### src/rtl/spi_mem_ctrl_gen2.sv
// SPI mode-0 memory master for instruction fetch and load/store traffic.
// Issues read (0x03) / write (0x02) of 1..MAX_BYTES bytes with a programmable SCLK divider.
module spi_mem_ctrl_gen2 #(
  parameter int ADDR_W    = 24,
  parameter int MAX_BYTES = 4,
  parameter int CLK_DIV   = 1,
  parameter int NB_W      = 3
) (
  input  logic                   clk,
  input  logic                   rst,
  input  logic                   start,
  input  logic                   is_write,
  input  logic [ADDR_W-1:0]      addr,
  input  logic [NB_W-1:0]        num_bytes,
  input  logic [8*MAX_BYTES-1:0] wdata,
  output logic [8*MAX_BYTES-1:0] rdata,
  output logic                   busy,
  output logic                   done,
  output logic                   sclk,
  output logic                   mosi,
  output logic                   cs_n,
  input  logic                   miso
);
  localparam int DBITS = 8 * MAX_BYTES;
  localparam int TX_W  = 8 + ADDR_W + DBITS;
  localparam int CW    = $clog2((ADDR_W > DBITS) ? ADDR_W : DBITS) + 1;
  localparam int DIVW  = (CLK_DIV > 1) ? $clog2(CLK_DIV) : 1;

  typedef enum logic [2:0] {S_IDLE, S_CMD, S_ADDR, S_DATA, S_DONE} state_t;

  state_t            state_q, state_d;
  logic [DIVW-1:0]   div_q, div_d;
  logic [CW-1:0]     bit_q, bit_d;
  logic [TX_W-1:0]   tx_q, tx_d;
  logic [6:0]        rx_q, rx_d;
  logic [NB_W-1:0]   nb_q, nb_d;
  logic              wr_q, wr_d;
  logic [DBITS-1:0]  rdata_q, rdata_d;
  logic              busy_q, busy_d;
  logic              done_q, done_d;
  logic              sclk_q, sclk_d;
  logic              mosi_q, mosi_d;
  logic              cs_n_q, cs_n_d;

  logic [NB_W-1:0]   nb_eff;
  logic [TX_W-1:0]   frame;
  logic [CW-1:0]     last_bit;
  logic              half_end;

  // Whole frame is preloaded so CMD/ADDR/DATA shift out of one register.
  always_comb begin
    nb_eff = (num_bytes > NB_W'(MAX_BYTES)) ? NB_W'(MAX_BYTES) : num_bytes;
    frame = '0;
    frame[TX_W-1 -: 8] = is_write ? 8'h02 : 8'h03;
    frame[DBITS +: ADDR_W] = addr;
    if (is_write) begin
      for (int unsigned i = 0; i < MAX_BYTES; i++) begin
        frame[8*(MAX_BYTES-1-i) +: 8] = wdata[8*i +: 8];
      end
    end
  end

  always_comb begin
    case (state_q)
      S_CMD:   last_bit = CW'(7);
      S_ADDR:  last_bit = CW'(ADDR_W - 1);
      default: last_bit = CW'(8 * int'(nb_q) - 1);
    endcase
    half_end = (div_q == DIVW'(CLK_DIV - 1));
  end

  always_comb begin
    state_d = state_q;
    div_d   = div_q;
    bit_d   = bit_q;
    tx_d    = tx_q;
    rx_d    = rx_q;
    nb_d    = nb_q;
    wr_d    = wr_q;
    rdata_d = rdata_q;
    busy_d  = busy_q;
    done_d  = 1'b0;
    sclk_d  = sclk_q;
    mosi_d  = mosi_q;
    cs_n_d  = cs_n_q;
    case (state_q)
      S_IDLE: begin
        if (start) begin
          busy_d = 1'b1;
          if (nb_eff == '0) begin
            state_d = S_DONE;
            done_d  = 1'b1;
          end else begin
            state_d = S_CMD;
            cs_n_d  = 1'b0;
            sclk_d  = 1'b0;
            div_d   = '0;
            bit_d   = '0;
            rx_d    = '0;
            nb_d    = nb_eff;
            wr_d    = is_write;
            mosi_d  = frame[TX_W-1];
            tx_d    = frame << 1;
          end
        end
      end
      S_CMD, S_ADDR, S_DATA: begin
        if (!half_end) begin
          div_d = div_q + 1'b1;
        end else begin
          div_d  = '0;
          sclk_d = ~sclk_q;
          if (!sclk_q) begin
            if (state_q == S_DATA && !wr_q) begin
              rx_d = {rx_q[5:0], miso};
              if (bit_q == '0) rdata_d = '0;
              if (bit_q[2:0] == 3'd7) begin
                for (int unsigned i = 0; i < MAX_BYTES; i++) begin
                  if (bit_q[CW-1:3] == (CW-3)'(i)) rdata_d[8*i +: 8] = {rx_q, miso};
                end
              end
            end
          end else begin
            mosi_d = tx_q[TX_W-1];
            tx_d   = tx_q << 1;
            if (bit_q == last_bit) begin
              bit_d = '0;
              case (state_q)
                S_CMD:  state_d = S_ADDR;
                S_ADDR: state_d = S_DATA;
                default: begin
                  state_d = S_DONE;
                  done_d  = 1'b1;
                  cs_n_d  = 1'b1;
                  mosi_d  = 1'b0;
                end
              endcase
            end else begin
              bit_d = bit_q + 1'b1;
            end
          end
        end
      end
      default: begin
        state_d = S_IDLE;
        busy_d  = 1'b0;
      end
    endcase
  end

  always_ff @(posedge clk or posedge rst) begin
    if (rst) begin
      state_q <= S_IDLE;
      div_q   <= '0;
      bit_q   <= '0;
      tx_q    <= '0;
      rx_q    <= '0;
      nb_q    <= '0;
      wr_q    <= 1'b0;
      rdata_q <= '0;
      busy_q  <= 1'b0;
      done_q  <= 1'b0;
      sclk_q  <= 1'b0;
      mosi_q  <= 1'b0;
      cs_n_q  <= 1'b1;
    end else begin
      state_q <= state_d;
      div_q   <= div_d;
      bit_q   <= bit_d;
      tx_q    <= tx_d;
      rx_q    <= rx_d;
      nb_q    <= nb_d;
      wr_q    <= wr_d;
      rdata_q <= rdata_d;
      busy_q  <= busy_d;
      done_q  <= done_d;
      sclk_q  <= sclk_d;
      mosi_q  <= mosi_d;
      cs_n_q  <= cs_n_d;
    end
  end

  assign rdata = rdata_q;
  assign busy  = busy_q;
  assign done  = done_q;
  assign sclk  = sclk_q;
  assign mosi  = mosi_q;
  assign cs_n  = cs_n_q;

endmodule

### config.mk
export PLATFORM = sky130hd
export DESIGN_NAME = spi_mem_ctrl_gen2
export DESIGN_NICKNAME = d
export VERILOG_FILES = /design/src/rtl/spi_mem_ctrl_gen2.sv
export SDC_FILE = /design/constraint.sdc
export NUM_CORES = 1
export LEC_CHECK = 0
export ABC_AREA = 0
export ABC_CLOCK_PERIOD_IN_PS = 9000
export BUFFER_PORTS_ARGS = -buffer_cell sky130_fd_sc_hd__buf_2
export CAP_MARGIN = 0
export CORE_ASPECT_RATIO = 0.5
export CORE_MARGIN = 4
export CORE_UTILIZATION = 40
export CTS_BUF_LIST = sky130_fd_sc_hd__clkbuf_4 sky130_fd_sc_hd__clkbuf_8
export CTS_CLUSTER_SIZE = 25
export DETAILED_ROUTE_END_ITERATION = 7
export MAX_ROUTING_LAYER = met4
export REMOVE_ABC_BUFFERS = 1
export SLEW_MARGIN = 10
export SYNTH_ARGS = -nofsm -noshare
export SYNTH_HDL_FRONTEND = slang
export SYNTH_SLANG_ARGS = --single-unit
### constraint.sdc
create_clock -name clk -period 9 [get_ports clk]
set_input_delay 1.8 -clock clk [delete_from_list [all_inputs] [get_ports clk]]
set_output_delay 1.8 -clock clk [all_outputs]
set_load 0.005 [all_outputs]
==> impl_metrics.toml <==
[grt]
grt_pass1_wl_um = 19810
grt_overflow = 0
antenna_found_initial = 0
track_usage_pct = 16.74
grt_max_degree = 116
grt_pass1_vias = 3959

[worst_setup_path]
arrival_ns = 3.94
setup.worst_path.end_class = "flip-flop"
criticalPathCategory = "in2reg"
cp_data_required_time_ns = 9.34
r2r_slack_ns = 6.39
worst_setup_path_start_kind = "input port"
cp_max_fo = 115

[sta]
final-setup-viol-count = 0
worst_pin_slew_ns = 1.092
finalCritPeriodShare_pct = 40.03
drv_slew = 0
fmax_mhz = 277.6
post-route-min-period_ns = 3.602
fin_skew_ns = 0.01611
finalHoldWorstSlack_ns = 0.4893
rsz0062_at_grt = "no"
finalHoldViolations = 0
timing.setup.tns_ns = 0
slew_headroom_pct = 27.20

[finish]
fill_cells = 1263
n_antenna_cell = 0
layout-drive-gt1-share_pct = 23.94
final_common_cell = "dfrtp_1"
syn2layout_area_growth_pct = 18.63
fin_nets = 690
final_cell_mix = "dfrtp_1, buf_2, nand2_1, nor2_1, a31oi_1"
regArea_sq_mm = 0.003004
multi_input_area_sq_mm = 0.002110

[yosys]
yosys.cell_types.count = 51
syn_area_per_cell_sq_um = 9.869
synth_top_cell_by_area = "dfrtp_1"
yosysSeqAreaShare_pct = 56.27
yosysWarnings = 0
synth_top_cells_by_area = "dfrtp_1, a22o_1, nand2_1, a31oi_1, nor2_1"
synth-main-ff-cell = "dfrtp_1"
synth_edf_count = 0
synth_top_area_share_pct = 55.78
async_reset_ff_share_pct = 100.0
synthCells = 541
synth_seq_cells = 120
syn_area_sq_mm = 0.005339

[drt]
viasPerCell = 5.219
dr_total_vias = 4201
post_drt_wl_per_cell_um = 14.80
drcViolationCount = 0
drtIter0Drc = 325
dr.pass1.iters = 7
wirelength_um = 11920
final_antenna_net_count = 0

[die]
initial_utilization_pct = 41.56
fp.dieH_um = 89.69
io-pin-count = 101
num_rows = 29
dieArea_sq_mm = 0.01537
core_area_sq_mm = 0.01284
die_w_um = 171.4

[power_and_ir_drop]
pwr_density_cell_mw_per_mm2 = 266.5
p_leak_nw = 3.028
vdd_drop_max_uv = 128.3

[clocking]
cts-resized-gates = 0
cts_inserted_buffers = 17
cts_tree = "built"
path_clk_slew_ns = 0.07
h-tree-depth = 4
clock_path_buffers = 2
cts_setup_buffers = 0
clockRootBuffer = "clkbuf_8"
clock-sinks = 120
insertion_delay_ns = 0.43
cts_hold_buffers = 0

[place]
io_buffer_count = 100
dpl.hpwl_um = 7646
place_congestion = 0.7554

[outcome]
outcome = "finished, final reports clean"

[run]
cap_violations = 0

[min_path]
holdCritPathClass = "reg2reg"
==> logic make-up after synthesis <==
logic type	share of synthesized area, %
buffers and inverters	4.359
DFF	56.27
and+or+nand+nor	18.54
xor gates and xnor gates	1.313
muxes	0.6327
adders and majority gates	0.9375
AOI/OAI and AO/OA	17.95
==> critical path: stages <==
cell	delay, ns
buf_2	0.10
nor3_1	0.06
nand2b_1	0.18
or3_1	0.43
a21oi_4	0.14
buf_4	0.79
nand3_2	0.19
o211ai_1	0.22
==> registers in the layout, indices dropped and copies added, names as in the netlist <==
| name | count |
|---|---|
| tx_q | 63 |
| rdata | 32 |
| busy | 1 |
| bit_q | 6 |
| done | 1 |
| rx_q | 7 |
| wr_q | 1 |
| mosi | 1 |
| nb_q | 3 |
| state_q | 3 |
| cs_n | 1 |
| sclk | 1 |
==> cell usage after synthesis (all sizes together), types with 3 or more instances <==
cell and n:
dfrtp 119, nand2 94, nor2 68, a31oi 56
a22o 44, nand3 35, buf 21, clkbuf 20
o21ai 17, inv 8, a21oi 7, nor3 6
and2 5, ha 4, mux2 3, nand2b 3
xnor2 3
==> report_power, final <==
part | switching, W | leakage [nW] | internal, W
clock | 0.000220 | 0.226 | 0.000335
combinational | 0.000225 | 1.42 | 0.000149
sequential | 0.0000858 | 1.38 | 0.000674
==> per-stage QoR <==
stage,area [sq um],std cells,setup WS [ns],utilization (%),power (W)
after floorplan,5136,500,4.016,-,0.001037
after global placement,5882,773,5.038,45.79,0.001135
after detailed placement,5882,773,4.953,45.79,0.001151
after CTS,6334,805,5.406,49.31,0.001710
after global routing,6334,805,5.139,49.31,0.001806
final,6334,805,5.398,49.31,0.001688
==> final timing paths <==
| check | startpoint | end | cells after the start |
|---|---|---|---|
| hold reg to reg | tx_q[57] | tx_q[57] | 2 |
| min in group asynchronous | rst | rdata[10] | 2 |
| setup / recovery | num_bytes[2] | bit_q[4] | 8 |
| setup reg to reg | state_q[2] | rdata[19] | 3 |
| max in group asynchronous | rst | bit_q[3] | 3 |
| hold / removal | tx_q[57] | tx_q[57] | 2 |
==> layer usage <==
layer | vias to the layer above | wire length, um | GRT usage [%]
li1 | 2079 | - | -
met1 | 2014 | 6047 | 22.85
met2 | 95 | 5225 | 25.22
met3 | 13 | 468 | 3.236
met4 | 0 | 176 | 6.039
met5 | - | 0 | -
==> cell type report <==
class,count,share of cell area [%]
clock buffer,19,3.931
clock inverter,13,3.200
inverter,8,0.5136
multi-input combinational,372,33.31
sequential,120,47.43
tap,170,3.358
timing repair buffer,103,8.258
(Power assumes the default switching activity.)
